--- src/rtl/arith_pkg.sv ---
// rtl/arith_pkg.sv - shared arithmetic datapath constants and FSM state type
package arith_pkg;

  localparam int WIDTH  = 64;
  localparam int CHUNK  = 16;
  localparam int NCHUNK = WIDTH / CHUNK;
  localparam int KW     = (NCHUNK > 1) ? $clog2(NCHUNK) : 1;

  typedef enum logic [1:0] {
    IDLE   = 2'd0,
    BUSY   = 2'd1,
    FINISH = 2'd2
  } state_t;

  // Two's-complement overflow of a - b given the three sign bits.
  function automatic logic sub_overflow(input logic a_msb, input logic b_msb,
                                        input logic d_msb);
    return (a_msb != b_msb) && (d_msb != a_msb);
  endfunction

endpackage

--- src/rtl/seq_subtractor_64_if.sv ---
// rtl/seq_subtractor_64_if.sv - start/ready/done handshake bundle for the subtractor
interface seq_subtractor_64_if #(
  parameter int WIDTH = arith_pkg::WIDTH
) ();

  logic             start;
  logic [WIDTH-1:0] a;
  logic [WIDTH-1:0] b;
  logic             ready;
  logic             done;
  logic [WIDTH-1:0] diff;
  logic             borrow;
  logic             overflow;

  modport master (
    output start, a, b,
    input  ready, done, diff, borrow, overflow
  );

  modport slave (
    input  start, a, b,
    output ready, done, diff, borrow, overflow
  );

endinterface

--- src/rtl/chunk_subtractor.sv ---
// rtl/chunk_subtractor.sv - combinational CHUNK-bit a - b - bin slice
module chunk_subtractor #(
  parameter int CHUNK = arith_pkg::CHUNK
) (
  input  logic [CHUNK-1:0] a,
  input  logic [CHUNK-1:0] b,
  input  logic             bin,
  output logic [CHUNK-1:0] diff,
  output logic             bout
);

  logic [CHUNK:0] result;

  // The extra top bit goes to 1 exactly when the slice result is negative.
  assign result = {1'b0, a} - {1'b0, b} - {{CHUNK{1'b0}}, bin};
  assign diff   = result[CHUNK-1:0];
  assign bout   = result[CHUNK];

endmodule

--- src/rtl/seq_subtractor_64.sv ---
// rtl/seq_subtractor_64.sv - multi-cycle chunked A - B with ripple borrow across cycles
module seq_subtractor_64
  import arith_pkg::*;
#(
  parameter int WIDTH = arith_pkg::WIDTH,
  parameter int CHUNK = arith_pkg::CHUNK
) (
  input  logic                clk,
  input  logic                rst,
  seq_subtractor_64_if.slave  bus
);

  localparam int NCH = WIDTH / CHUNK;
  localparam int KWL = (NCH > 1) ? $clog2(NCH) : 1;
  localparam logic [KWL-1:0] K_LAST = KWL'(NCH - 1);

  generate
    if (WIDTH % CHUNK != 0) begin : g_bad_chunk
      $error("WIDTH must be a multiple of CHUNK");
    end
  endgenerate

  state_t           state;
  logic [KWL-1:0]   k;
  logic [WIDTH-1:0] a_q;
  logic [WIDTH-1:0] b_q;
  logic [WIDTH-1:0] acc;
  logic             bin;

  logic [CHUNK-1:0] a_chunk;
  logic [CHUNK-1:0] b_chunk;
  logic [CHUNK-1:0] d_chunk;
  logic             bout;
  logic [WIDTH-1:0] acc_next;

  assign a_chunk = a_q[int'(k) * CHUNK +: CHUNK];
  assign b_chunk = b_q[int'(k) * CHUNK +: CHUNK];

  chunk_subtractor #(.CHUNK(CHUNK)) u_chunk (
    .a    (a_chunk),
    .b    (b_chunk),
    .bin  (bin),
    .diff (d_chunk),
    .bout (bout)
  );

  // The full result including the chunk being produced this cycle.
  always_comb begin
    acc_next = acc;
    acc_next[int'(k) * CHUNK +: CHUNK] = d_chunk;
  end

  always_ff @(posedge clk) begin
    if (rst) begin
      state        <= IDLE;
      k            <= '0;
      a_q          <= '0;
      b_q          <= '0;
      acc          <= '0;
      bin          <= 1'b0;
      bus.diff     <= '0;
      bus.borrow   <= 1'b0;
      bus.overflow <= 1'b0;
      bus.done     <= 1'b0;
      bus.ready    <= 1'b1;
    end else begin
      case (state)
        IDLE: begin
          bus.done <= 1'b0;
          if (bus.start) begin
            a_q       <= bus.a;
            b_q       <= bus.b;
            k         <= '0;
            bin       <= 1'b0;
            acc       <= '0;
            bus.ready <= 1'b0;
            state     <= BUSY;
          end
        end
        BUSY: begin
          acc <= acc_next;
          bin <= bout;
          if (k == K_LAST) begin
            bus.diff     <= acc_next;
            bus.borrow   <= bout;
            bus.overflow <= sub_overflow(a_q[WIDTH-1], b_q[WIDTH-1],
                                         acc_next[WIDTH-1]);
            bus.done     <= 1'b1;
            state        <= FINISH;
          end else begin
            k <= k + 1'b1;
          end
        end
        FINISH: begin
          bus.done  <= 1'b0;
          bus.ready <= 1'b1;
          state     <= IDLE;
        end
        default: begin
          bus.done  <= 1'b0;
          bus.ready <= 1'b1;
          state     <= IDLE;
        end
      endcase
    end
  end

endmodule

--- src/flat_wrapper.sv ---
// flat-port wrapper written by rule: the top's interface ports become plain ports
module seq_subtractor_64_flat import arith_pkg::*;
#(
  parameter int WIDTH = arith_pkg::WIDTH,
  parameter int CHUNK = arith_pkg::CHUNK
)
  (clk, rst, bus_start, bus_a, bus_b, bus_ready, bus_done, bus_diff, bus_borrow, bus_overflow);
  seq_subtractor_64_if #(.WIDTH(WIDTH)) bus_i ();
  input  logic clk;
  input  logic rst;
  input wire logic [$bits(bus_i.start)-1:0] bus_start;
  input wire logic [$bits(bus_i.a)-1:0] bus_a;
  input wire logic [$bits(bus_i.b)-1:0] bus_b;
  output wire logic [$bits(bus_i.ready)-1:0] bus_ready;
  output wire logic [$bits(bus_i.done)-1:0] bus_done;
  output wire logic [$bits(bus_i.diff)-1:0] bus_diff;
  output wire logic [$bits(bus_i.borrow)-1:0] bus_borrow;
  output wire logic [$bits(bus_i.overflow)-1:0] bus_overflow;
  assign bus_i.start = bus_start;
  assign bus_i.a = bus_a;
  assign bus_i.b = bus_b;
  assign bus_ready = bus_i.ready;
  assign bus_done = bus_i.done;
  assign bus_diff = bus_i.diff;
  assign bus_borrow = bus_i.borrow;
  assign bus_overflow = bus_i.overflow;
  seq_subtractor_64 #(.WIDTH(WIDTH), .CHUNK(CHUNK)) u_core (.clk(clk), .rst(rst), .bus(bus_i));
endmodule
--- config.mk ---
export PLATFORM = sky130hd
export DESIGN_NAME = seq_subtractor_64_flat
export DESIGN_NICKNAME = d
export VERILOG_FILES = /design/src/rtl/arith_pkg.sv /design/src/rtl/seq_subtractor_64_if.sv /design/src/rtl/chunk_subtractor.sv /design/src/rtl/seq_subtractor_64.sv /design/src/flat_wrapper.sv
export SDC_FILE = /design/constraint.sdc
export NUM_CORES = 1
export LEC_CHECK = 0
export ABC_AREA = 1
export CAP_MARGIN = 20
export CORE_MARGIN = 3
export CORE_UTILIZATION = 44
export DETAILED_ROUTE_END_ITERATION = 8
export GPL_TIMING_DRIVEN = 0
export PLACE_DENSITY_LB_ADDON = 0.05
export SYNTH_ARGS = -nofsm -noshare
export SYNTH_HDL_FRONTEND = slang
export SYNTH_HIERARCHICAL = 1
export SYNTH_SLANG_ARGS = --single-unit
--- constraint.sdc ---
create_clock -name clk -period 3.65 [get_ports clk]
set_input_delay 0.73 -clock clk [delete_from_list [all_inputs] [get_ports clk]]
set_output_delay 0.73 -clock clk [all_outputs]
set_load 0.05 [all_outputs]
==> flow_summary.json <==
{
  "status": "completed",
  "wl_mm": 40.0,
  "worstMarginPinSlew_ns": 0.683,
  "drc_errors": 0,
  "dr_total_vias": 12100,
  "cts_tree": "yes",
  "drv_cap": 0,
  "power.total_mw": 9.03,
  "finalCritPeriodShare_pct": 94.8,
  "syn_to_final_growth_pct": 31.6,
  "clockBufferDepth": 3,
  "finalSetupViolations": 0,
  "final_core_util_pct": 59.4,
  "crit_path_top_delay_cell": "dfxtp_2",
  "min_path_type": "flip-flop to flip-flop",
  "grt_max_degree": 15,
  "synth_most_common_cell": "nor2_1",
  "worstPathCellList": "inv_1 -> buf_2 -> o21ai_0 -> o22ai_1 -> inv_1 -> ha_1 -> inv_1 -> ha_2 -> nand2_1 -> inv_1 -> a21oi_2 -> nand2_2 -> nand2_1 -> nand3_1 -> nand2_2 -> nand3_1 -> o22ai_1 -> nand2_1 -> o21ai_0",
  "syn_avg_cell_area_um2": 7.06,
  "synthTopCellsByCount": "347 x nor2_1, 265 x dfxtp_1, 262 x o21ai_0",
  "synth_async_sr_flop_share_pct": 0,
  "grtUsageTotal_pct": 25.7,
  "period_needed_ns": 3.46,
  "seqCellArea_mm2": 0.00531,
  "critical-path-max-stage-delay_ns": 0.39,
  "arrival_ns": 3.92,
  "synth_cell_types": 33,
  "tns_ns": 0,
  "dp_hpwl_mm": 30.4,
  "synth_nets": 1907,
  "dieArea_mm2": 0.0299,
  "dp_cells": 2308,
  "via_per_inst": 5.10,
  "path_buf_inv": 5,
  "antenna_found_initial": 0,
  "rows": 60,
  "instances_no_fill": 2366,
  "ys.warnings.count": 6,
  "cellPowerDensity_mw_per_mm2": 559,
  "slew-limit-headroom_pct": 54.4,
  "routabilityCongestion": 0.935,
  "grt_pass1_wl_mm": 62.3,
  "clock_skew_ns": 0.0271,
  "netlist_instances": 1738,
  "dpl_cell_area_mm2": 0.0147,
  "hold_viol": 0,
  "diodes": 0,
  "yosys.area.top_type": "dfxtp_1",
  "finalInstanceArea_mm2": 0.0162,
  "pre_cts_ws_ns": -0.683,
  "cp-start-kind": "flip-flop",
  "setup_ws_ns": 0.190,
  "port_buffers": 198,
  "vdd_drop_max_mv": 0.304,
  "clkSlewWorstSetupHoldPaths_ns": 0.06,
  "cts_root_buf": "clkbuf_16",
  "synth-edff-count": 0,
  "crit_family": "compound AO/OA/AOI/OAI gates",
  "ant_nets": 0,
  "yosys.area.top_type_share_pct": 43.2,
  "fillers": 2672,
  "p_leak_nw": 6.91,
  "cts_max_level": 1,
  "cts.sinks": 265,
  "crit_type": "flip-flop to flip-flop",
  "fmax_mhz": 289,
  "clock_latency_ns": 0.56,
  "crit_top_cell": "inv_1",
  "synthFlopType": "dfxtp_1",
  "die_h_um": 173,
  "ios": 199,
  "ys_ff_latch": 265,
  "routedWlPerCell_um": 16.9,
  "drt_iter0_markers": 997,
  "final_nets": 2139,
  "whs_ns": 0.465,
  "synth-seq-area-share_pct": 43.2,
  "crit_required_ns": 4.11,
  "grt_overflow": 0,
  "crit_path_end_kind": "flip-flop",
  "multi_input_area_mm2": 0.00582,
  "synth_area_leaders": "dfxtp_1 43%, o21ai_0 11%, nor2_1 11%",
  "cts-buffers-inserted": 30,
  "initial_core_util_pct": 45.2,
  "dieWidth_um": 173,
  "synth_area_mm2": 0.0123,
  "grt_pass1_vias": 11500,
  "final_max_slew_viol_count": 0,
  "drive_gt1_share_pct": 9.13,
  "core-area_mm2": 0.0272,
  "firstDrtPassIters": 5,
  "crit_fanout": 10
}
-- kinds of logic after synthesis --
kind of cell	synth area share [%]
flops	43.2
fa+ha+maj	4.00
compound gates	19.2
buf+inv	11.0
simple gates	22.0
xor+xnor	0.571
-- cells in the final DEF (no fill, tap or decap), drive strengths merged, types with 2 or more instances in the layout --
master         count
o21a              31
o22ai             74
nor2             352
inv              201
nor3               3
clkinvlp           3
nand2            238
clkinv             6
ha                36
fa                 2
xor2               7
dfxtp            265
a21oi             17
nand4              6
bufinv             5
o21ai            314
nand3             76
buf               61
clkbuf            94
clkdlybuf4s50    198
-- power breakdown --
part | internal (mW) | switching [mW] | total, mW
Clock | 2.09 | 1.24 | 3.33
Combinational | 0.854 | 1.73 | 2.58
Sequential | 3.04 | 0.0799 | 3.12
-- what timing repair did --
item | 4_1_cts | 5_1_grt
resized for setup | 41 | 52
endpoints found under the setup margin | 113 | 85
buffers inserted | 0 | 2
pin swaps | 0 | 4
hold buffers | 0 | 0
-- cell type report --
cell class / count / share of cell area (%)
Clock inverter: 14 / 1.35
Sequential cell: 265 / 32.9
Tap cell: 372 / 2.88
Multi-Input combinational cell: 1161 / 36.0
Buffer: 111 / 4.21
Clock buffer: 42 / 5.62
Inverter: 201 / 4.69
Timing Repair Buffer: 200 / 12.4
-- metal layers --
layer	track usage (%)	share of wire (%)	up-vias
met3	3.91	6.3	86
li1	-	-	6066
met5	0	0	-
met4	10.3	4.7	0
met2	43.1	46	426
met1	33.2	43	5490
-- worst register-to-register path: stages, from the launching register on --
cell     delay (ns)
dfxtp_2        0.39
inv_1          0.17
buf_2          0.27
o21ai_0        0.12
o22ai_1        0.21
inv_1          0.16
ha_1           0.32
inv_1          0.06
ha_2           0.31
nand2_1        0.09
inv_1          0.08
a21oi_2        0.15
nand2_2        0.10
nand2_1        0.09
nand3_1        0.08
nand2_2        0.18
nand3_1        0.19
o22ai_1        0.26
nand2_1        0.07
o21ai_0        0.09
-- flip-flops by register name (all words and copies together), names as in the netlist --
register,cells
u_core/a_q,64
u_core/acc,64
u_core/b_q,64
u_core/bin,1
u_core/bus.borrow,1
u_core/bus.diff,64
u_core/bus.done,1
u_core/bus.overflow,1
u_core/bus.ready,1
u_core/k,2
u_core/state,2
-- worst paths after layout --
kind	startpoint	endpoint	slack [ns]	cells past startpoint
max	u_core/k[1]	u_core/acc[27]	0.19	19
min	u_core/acc[43]	u_core/acc[43]	0.47	2
max reg2reg	u_core/k[1]	u_core/acc[27]	0.19	19
min reg2reg	u_core/acc[43]	u_core/acc[43]	0.47	2
No activity file was read; power rests on OpenSTA's default activity.
